$ cat src/rtl/bringup_sequencer.sv
// Board bring-up reset sequencer: MMCM lock -> DDR reset/calibration ->
// PCIe link -> core release, with timeout/retry and a sticky FAIL state.
// Ports: clock, sys_rst_l (sync, active-low), mmcm_locked, ddr_calib_done,
//   pcie_link_up (async, synchronized here), sw_restart (sync level);
//   ddr_rst, pcie_rst_l, core_reset, led[3:0] = {error, state}, retry_cnt[1:0].
// Build option: `define BRINGUP_PCIE_EN adds the PCIE_WAIT stage; without it
//   DDR_CAL goes straight to RELEASE and pcie_rst_l stays asserted.
module bringup_sequencer #(
    parameter int HOLD_CYCLES    = 16,
    parameter int TIMEOUT_CYCLES = 12500000,
    parameter int MAX_RETRY      = 3
) (
    input  logic       clock,
    input  logic       sys_rst_l,
    input  logic       mmcm_locked,
    input  logic       ddr_calib_done,
    input  logic       pcie_link_up,
    input  logic       sw_restart,
    output logic       ddr_rst,
    output logic       pcie_rst_l,
    output logic       core_reset,
    output logic [3:0] led,
    output logic [1:0] retry_cnt
);

    localparam logic [2:0] S_IDLE      = 3'd0;
    localparam logic [2:0] S_MMCM_WAIT = 3'd1;
    localparam logic [2:0] S_DDR_RST   = 3'd2;
    localparam logic [2:0] S_DDR_CAL   = 3'd3;
    localparam logic [2:0] S_PCIE_WAIT = 3'd4;
    localparam logic [2:0] S_RELEASE   = 3'd5;
    localparam logic [2:0] S_RUN       = 3'd6;
    localparam logic [2:0] S_FAIL      = 3'd7;

    localparam logic [23:0] HOLD_LD   = 24'(HOLD_CYCLES - 1);
    localparam logic [23:0] TMO_LD    = 24'(TIMEOUT_CYCLES - 1);
    localparam logic [1:0]  RETRY_MAX = 2'(MAX_RETRY);

`ifdef BRINGUP_PCIE_EN
    localparam logic [2:0] S_AFTER_CAL = S_PCIE_WAIT;
`else
    localparam logic [2:0] S_AFTER_CAL = S_RELEASE;
`endif

    logic [1:0]  lock_sync;
    logic [1:0]  cal_sync;
    logic        lock_ok;
    logic        cal_ok;
    logic        link_ok;

    logic [2:0]  state;
    logic [2:0]  nxt_state;
    logic [23:0] cnt;
    logic [23:0] cnt_ld;
    logic [1:0]  retry_q;
    logic [1:0]  nxt_retry;
    logic        err_q;
    logic        nxt_err;
    logic        restart;
    logic        cnt_zero;
    logic        retry_ok;
    logic        past_mmcm;
    logic [2:0]  fail_state;
    logic [1:0]  fail_retry;
    logic        pcie_rel;

    always_ff @(posedge clock) begin
        if (!sys_rst_l) begin
            lock_sync <= '0;
            cal_sync  <= '0;
        end else begin
            lock_sync <= {lock_sync[0], mmcm_locked};
            cal_sync  <= {cal_sync[0], ddr_calib_done};
        end
    end

    assign lock_ok = lock_sync[1];
    assign cal_ok  = cal_sync[1];

`ifdef BRINGUP_PCIE_EN
    logic [1:0] link_sync;

    always_ff @(posedge clock) begin
        if (!sys_rst_l) begin
            link_sync <= '0;
        end else begin
            link_sync <= {link_sync[0], pcie_link_up};
        end
    end

    assign link_ok  = link_sync[1];
    assign pcie_rel = (state == S_PCIE_WAIT) || (state == S_RELEASE) ||
                      (state == S_RUN);
`else
    // Link status is meaningless without the PCIe stage.
    logic unused_link;
    assign unused_link = pcie_link_up;
    assign link_ok     = 1'b1;
    assign pcie_rel    = 1'b0;
`endif

    assign past_mmcm = (state != S_IDLE) && (state != S_MMCM_WAIT);
    assign cnt_zero  = (cnt == '0);
    assign retry_ok  = (retry_q < RETRY_MAX);

    // Where a timeout or a dropped link in RUN lands: retry or give up.
    assign fail_state = retry_ok ? S_DDR_RST : S_FAIL;
    assign fail_retry = retry_ok ? retry_q + 2'd1 : retry_q;

    always_comb begin
        nxt_state = state;
        nxt_retry = retry_q;
        nxt_err   = err_q;
        restart   = 1'b0;
        if (past_mmcm && !lock_ok) begin
            nxt_state = S_MMCM_WAIT;
        end else if (past_mmcm && sw_restart) begin
            nxt_state = S_DDR_RST;
            nxt_retry = '0;
            nxt_err   = 1'b0;
            restart   = 1'b1;
        end else begin
            unique case (state)
                S_IDLE: nxt_state = S_MMCM_WAIT;
                S_MMCM_WAIT: if (lock_ok) nxt_state = S_DDR_RST;
                S_DDR_RST: if (cnt_zero) nxt_state = S_DDR_CAL;
                // Arrival wins over an expiring counter in the same cycle.
                S_DDR_CAL: begin
                    if (cal_ok) begin
                        nxt_state = S_AFTER_CAL;
                    end else if (cnt_zero) begin
                        nxt_state = fail_state;
                        nxt_retry = fail_retry;
                        nxt_err   = err_q | ~retry_ok;
                    end
                end
`ifdef BRINGUP_PCIE_EN
                S_PCIE_WAIT: begin
                    if (link_ok) begin
                        nxt_state = S_RELEASE;
                    end else if (cnt_zero) begin
                        nxt_state = fail_state;
                        nxt_retry = fail_retry;
                        nxt_err   = err_q | ~retry_ok;
                    end
                end
`endif
                S_RELEASE: if (cnt_zero) nxt_state = S_RUN;
                S_RUN: begin
                    if (!cal_ok || !link_ok) begin
                        nxt_state = fail_state;
                        nxt_retry = fail_retry;
                        nxt_err   = 1'b1;
                    end
                end
                S_FAIL: nxt_state = S_FAIL;
                default: nxt_state = S_IDLE;
            endcase
        end
    end

    always_comb begin
        unique case (nxt_state)
            S_DDR_RST, S_RELEASE:   cnt_ld = HOLD_LD;
            S_DDR_CAL, S_PCIE_WAIT: cnt_ld = TMO_LD;
            default:                cnt_ld = '0;
        endcase
    end

    always_ff @(posedge clock) begin
        if (!sys_rst_l) begin
            state      <= S_IDLE;
            cnt        <= '0;
            retry_q    <= '0;
            err_q      <= 1'b0;
            ddr_rst    <= 1'b1;
            pcie_rst_l <= 1'b0;
            core_reset <= 1'b1;
            led        <= 4'b0000;
            retry_cnt  <= '0;
        end else begin
            state   <= nxt_state;
            retry_q <= nxt_retry;
            err_q   <= nxt_err;
            // sw_restart in DDR_RST re-enters the same state: reload too.
            if (restart || (nxt_state != state)) begin
                cnt <= cnt_ld;
            end else if (!cnt_zero) begin
                cnt <= cnt - 24'd1;
            end
            ddr_rst    <= (state == S_IDLE) || (state == S_MMCM_WAIT) ||
                          (state == S_DDR_RST);
            pcie_rst_l <= pcie_rel;
            core_reset <= (state != S_RUN);
            led        <= {err_q, state};
            retry_cnt  <= retry_q;
        end
    end

endmodule

$ cat config.mk
export PLATFORM = sky130hd
export DESIGN_NAME = bringup_sequencer
export DESIGN_NICKNAME = d
export VERILOG_FILES = /design/src/rtl/bringup_sequencer.sv
export SDC_FILE = /design/constraint.sdc
export NUM_CORES = 1
export LEC_CHECK = 0
export ABC_AREA = 0
export BUFFER_PORTS_ARGS = -buffer_cell sky130_fd_sc_hd__buf_4
export CORE_UTILIZATION = 51
export CTS_CLUSTER_SIZE = 40
export DETAILED_ROUTE_END_ITERATION = 10
export GPL_TIMING_DRIVEN = 0
export PLACE_DENSITY = 0.77
export SETUP_SLACK_MARGIN = 0.05
export SLEW_MARGIN = 25
export SYNTH_ARGS = -nofsm -noshare
export SYNTH_HDL_FRONTEND = slang
export SYNTH_SLANG_ARGS = --single-unit
$ cat constraint.sdc
create_clock -name clock -period 2.53 [get_ports clock]
set_input_delay 0.253 -clock clock [delete_from_list [all_inputs] [get_ports clock]]
set_output_delay 0.253 -clock clock [all_outputs]
set_load 0.02 [all_outputs]
## After elaboration in Yosys (flattened, before gate mapping)

Cells that the tools add are included.

| word-level totals | value |
|---|---|
| word-level logic and storage cells | 73 |
| register bits | 42 |

| cells by class | value |
|---|---|
| add/subtract/negate cells | 2 |
| equal/unequal tests | 17 |
| bitwise operators | 3 |
| reductions and logical operators | 14 |
| mux-type cells | 26 |
| magnitude comparators | 1 |

Operator list:

| kind | count |
|---|---|
| $mux W24 | 2 |
| $pmux W24 S2 | 1 |
| $mux W3 | 9 |
| $logic_not A24 Y1 | 1 |
| $sub A24 B1 Y24 const B | 1 |
| $pmux W3 S7 | 1 |
| $eq A3 B3 Y1 const B | 5 |
| $eq A3 B2 Y1 const B | 4 |
| $ne A3 B3 Y1 const B | 4 |
| $mux W2 | 5 |
| $mux W1 | 6 |
| $reduce_bool A3 Y1 | 2 |
| $reduce_and A5 Y1 | 1 |
| $pmux W2 S2 | 1 |
| $reduce_or A2 Y1 | 2 |
| $eq A3 B1 Y1 const B | 1 |
| $logic_and A1 B1 Y1 | 3 |
| $logic_not A3 Y1 | 1 |
| $logic_or A1 B1 Y1 | 3 |
| $ne A3 B1 Y1 const B | 1 |
| $ne A3 B3 Y1 | 1 |
| $add A2 B1 Y2 const B | 1 |
| $lt A2 B2 Y1 const B | 1 |
| $ne A2 B1 Y1 const B | 1 |
| other kinds (4) | 5 |

## Longest topological paths before layout

| logic depth | value |
|---|---|
| word-level depth | 11 |
| mapped depth | 10 |
| mapped depth without buffers | 9 |

## Worst setup path after synthesis

Ideal clock, no wire load.

| timing | value |
|---|---|
| path type | register to register |
| start point | register cnt[0] |
| end point | register cnt[11] |
| library setup time | 0.071 ns |
| data arrival time | 2.702 ns |
| path slack | -0.244 ns |
| cell stages (with the launch flop) | 11 |
| cells stage by stage | dfxtp_1 > inv_1 > ha_1 > nor4b_2 > nand4_2 > or4_4 > and3_4 > o211a_4 > or4b_4 > buf_6 > o21ai_1 |

| on the way | value |
|---|---|
| longest elaborated chain between the ends | 10 |
| elaborated cells on any way between the ends | 21 |
| classes of those cells | add/sub: 1; eq/ne: 6; mux: 10; reduce/logical: 4 |

Ends and longest elaborated chain:

| element | RTL line | RTL |
|---|---|---|
| from (decl) | 53 | `logic [23:0] cnt;` |
| from (signal assigned) | 187 | `cnt <= cnt_ld;` |
| from (signal assigned) | 189 | `cnt <= cnt - 24'd1;` |
| $logic_not A24 Y1 | 103 | `assign cnt_zero = (cnt == '0);` |
| $mux W3 | 131 | `end else if (cnt_zero) begin` |
| $mux W3 | 129 | `if (cal_ok) begin` |
| $pmux W3 S7 | 123 | `unique case (state)` |
| $mux W3 | 117 | `end else if (past_mmcm && sw_restart) begin` |
| $mux W3 | 115 | `if (past_mmcm && !lock_ok) begin` |
| $eq A3 B2 Y1 / $eq A3 B3 Y1 (equally long branches) | 163 | `unique case (nxt_state)` |
| $reduce_or A2 Y1 | 163 |  |
| $pmux W24 S2 | 163 |  |
| $mux W24 | 186 | `if (restart \|\| (nxt_state != state)) begin` |

Parallel ways exist; a longest one is shown, timed or not. The select of a mux whose other input is x is not followed.
A chain may end at the register's enable or synchronous reset.

## Final worst setup path

| timing | value |
|---|---|
| start point | register cnt[16] |
| end point | register cnt[12] |

| on the way | value |
|---|---|
| longest elaborated chain between the ends | 10 |
| elaborated cells on any way between the ends | 19 |
| classes of those cells | eq/ne: 6; mux: 9; reduce/logical: 4 |

Ends and longest elaborated chain:

| element | RTL line |
|---|---|
| $logic_not A24 Y1 (*) | 103 |
| $mux W3 | 131 |
| $mux W3 | 129 |
| $pmux W3 S7 | 123 |
| $mux W3 | 117 |
| $mux W3 | 115 |
| $eq A3 B2 Y1 / $eq A3 B3 Y1 (equally long branches) | 163 |
| $reduce_or A2 Y1 | 163 |
| $pmux W24 S2 | 163 |
| $mux W24 | 186 |

Mark *: on every way between the ends. The rest lies on a longest branch, timed or not.

==> results.md <==
Worst setup path:
- Data on the critical path arrives at its endpoint at approximately 2900 ps.
- Along the worst path, the maximum fanout reaches 6.
- For this run, the slowest stage of the critical path takes around 580 ps.
- The slowest library cell on the worst path is or4b_4.
- The element type at the critical path end is a flop.
- The critical path goes through nor4_2 > nand2_1 > or4_4 > and3_4 > o211a_4 > or4b_4 > buf_12 > o21ai_2.
- The type of the worst setup path is flop to flop.
- STA classifies the critical path startpoint as a flop.
- Data on the critical path is required at its endpoint by 2760 ps.

Clocking:
- The clock root buffer is clkbuf_8.
- Clock tree synthesis found a total of 42 sinks.
- The TritonCTS clock tree is built.
- The clock passes through at most 2 buffers.
- The H-tree was split into 2 levels.
- Clock-pin slew was measured on the worst setup and hold paths at roughly 80 ps.
- The number of clock buffers inserted by TritonCTS is 5.
- The insertion delay to the later sink of the worst-skew pair is about 300 ps.
- The number of buffers inserted by hold repair at cts is 0.

GRT:
- Across every metal layer, demand over resource in global routing totals between 20% and 30%.
- The maximum number of pins on one net before global-route repair is 14.
- The wire length of the first global-routing pass is 8710 um.
- The via count of the first global-routing pass came to roughly 1900.
- The initial antenna violation count is 0.
- The global route total overflow is 0.

Power and ir drop:
- The final total power is 3.99 mW.
- The leakage power total is between 1 and 1.5 nW.
- The power per standard cell area is 1460 mW/mm^2.
- The peak supply drop is a little under 0.001 V.

STA:
- Setup violations remaining at the end of the flow were counted as 12.
- For the final database, setup skew stands at roughly 10 ps.
- Derived from the worst setup path, the maximum achievable clock frequency is ~0.38 GHz.
- The count of final max-slew check failures came to 0.
- Of the available clock period, the critical path in the final layout requires 105%.
- After layout, the worst setup slack is -121 ps.
- In this run the tightest slew margin relative to its limit is about three fifths.
- The transition at the pin with the smallest max-transition slack is 612 ps.
- Setup repair after global routing could not meet its margin everywhere.
- The smallest clock period supported by the final layout is computed as 2650 ps.
- The number of hold violations in the final report is 0.

Floorplan:
- The number of ports placed on the die boundary is 15.
- The height of the die is between 60 and 70 um.
- The area of the core is around 0.004 sq mm.
- The initial utilization of the core area, before any placement, comes to a little over half.
- Measured along the x axis, the die boundary spans between 60 and 70 um.
- The die covers around 0.0046 sq mm.
- After floorplanning, the core was divided into 23 placement rows.

Flow run:
- The number of violations of the max-capacitance limit is 0.

Drt:
- The count of nets left with antenna violations once routing finished came out at 0.
- The detailed-route DRC error count is 0.
- For this block, the initial DRC count from the detailed router was between 100 and 150.
- After detailed routing, the number of vias per cell comes to 6.05.
- The via count of the routed design is 2062.
- The number of search-and-repair iterations in the first detailed-routing pass is 5.
- Summed over all layers, the routed wires come to around 5400 um.
- Dividing the detail-routed wire length by the instance count gives ~16 um.

Cells and area:
- The area added between synthesis and finish is 22.3%.
- Summing all flip-flop and latch instances after layout gives ~850 sq um.
- The final layout contains 298 nets.
- The number of filler cells placed in the layout is approximately 320.
- The most common cell after layout, fill and taps aside is dfxtp_1.
- The number of antenna diodes in the final layout is 0.
- Cells fill about two thirds of the core in the end.
- The final instance area is roughly 0.0027 sq mm.
- In the layout the commonest cells are dfxtp_1, buf_4, nor2_1, nand2_1.
- The footprint of the multi-input gates is between 0.001 and 0.0015 sq mm.
- The post-route non-filler standard cell count is between 300 and 400.
- Of the cells placed in the final design, the portion with a size suffix greater than 1 is ~26%.

Logic synthesis:
- The share of synthesized area occupied by flip-flops and latches is a little under two fifths.
- The total nets after synthesis is ~270.
- Counting flops with a built-in enable in the synthesized netlist gives 0.
- The number of warnings issued by yosys is 0.
- The post-synth design cell area is about 0.0022 sq mm.
- Synthesis inferred between 40 and 50 register bits.
- Yosys mapped the design onto 62 distinct sky130hd cell types.
- The predominant post-synthesis flop cell is dfxtp_1.
- A synthesized cell averages roughly 8.6 sq um.
- The synthesized instance count is between 200 and 300.
- The async set-reset flop share out of synthesis is 0%.

Placement:
- The global placement routability congestion is roughly 0.9.
- The HPWL after detailed placement is 3400 um.
- The worst setup slack after placement is -328 ps.
- The number of port buffers is 12.
- The cell count after placement is 321.
- The standard cell area after detailed placement is 0.00241 sq mm.

Status:
- The final reports fail on negative setup slack.
- The run finished, with violations left.

Worst hold path:
- The path class of the tightest hold or removal check is input pin to flop.
final cells by class:
cell class                      count  share of cell area [%]
Multi-Input combinational cell    196                    51.0
Sequential cell                    42                    31.1
Timing Repair Buffer               26                    7.94
Clock buffer                        6                    2.66
Buffer                             11                    2.61
Tap cell                           50                    2.29
Clock inverter                      2                    1.38
Inverter                            8                    1.10
worst max-delay path: cells and delay by family (launching register included):
| kind | cells | cell delay, ps |
|---|---|---|
| AO/OA/AOI/OAI | 2 | 290 |
| buffers and inverters | 1 | 170 |
| flip-flops | 1 | 370 |
| AND/OR/NAND/NOR | 5 | 1730 |
registers in the layout, summed over array words and instances, names as in the netlist, 2 cells and up:
register   count
cnt           24
led            4
state          3
cal_sync       2
lock_sync      2
retry_cnt      2
retry_q        2
cells in the mapped netlist (5+ instances only):
library cell,number,share of area [%]
a21oi_1,12,2.7
and2_1,11,3.1
clkbuf_1,9,1.5
dfxtp_1,42,38
inv_1,7,1.2
nand2_1,20,3.4
nand3_1,6,1.3
nor2_1,23,3.9
nor3_1,10,2.2
nor4_1,5,1.4
o21ai_0,14,3.1
o21ai_2,8,3.1
or3_1,6,1.7
xnor2_1,10,3.9
xor2_1,8,3.1
power by group:
part           total [mW]  internal [mW]  switching, mW  leakage, nW
registers            1.04          0.821          0.220        0.345
logic                2.42           1.08           1.34        0.658
clock network       0.533          0.295          0.238       0.0514
cells by family after synthesis:
| group | synth area share, % |
|---|---|
| buffers and inverters | 4.09 |
| muxes | 1.79 |
| DFF | 37.7 |
| xor gates and xnor gates | 7.07 |
| other | 0.168 |
| and+or+nand+nor | 28.4 |
| AOI/OAI and AO/OA | 19.2 |
| adders and majority gates | 1.57 |
through the flow:
| step | hold slack [ps] | TNS (ps) |
|---|---|---|
| 2_1_floorplan | 380 | 0 |
| 3_3_place_gp | 420 | -3460 |
| 3_5_place_dp | 423 | -3770 |
| 4_1_cts | 151 | -889 |
| 5_1_grt | 152 | -1910 |
| 6_report | 159 | -1250 |
worst paths after layout:
| kind | start | endpoint | slack (ps) | depth (start not counted) |
|---|---|---|---|---|
| worst min register to register | lock_sync[0]$_SDFF_PN0_ | lock_sync[1]$_SDFF_PN0_ | 440 | 1 |
| worst min-delay path | mmcm_locked | lock_sync[0]$_SDFF_PN0_ | 160 | 2 |
| worst max-delay path | cnt[16]$_SDFFE_PN0P_ | cnt[12]$_SDFFE_PN0P_ | -120 | 8 |
| worst max register to register | cnt[16]$_SDFFE_PN0P_ | cnt[12]$_SDFFE_PN0P_ | -120 | 8 |
layer usage:
metal | part of all wire [%] | up-vias | GRT usage [%]
met5 | 0 | - | 0
met1 | 45 | 952 | 35.2
met2 | 47 | 101 | 38.5
met3 | 7.0 | 12 | 4.33
li1 | - | 997 | -
met4 | 1.5 | 0 | 11.7
repair_timing:
action / in CTS / in global routing
resized for setup: 15 / 12
endpoints found under the setup margin: 15 / 26
cloned: 1 / 1
setup buffers: 9 / 3
pin swaps: 7 / 3
Power figures use the tool's default switching activity.
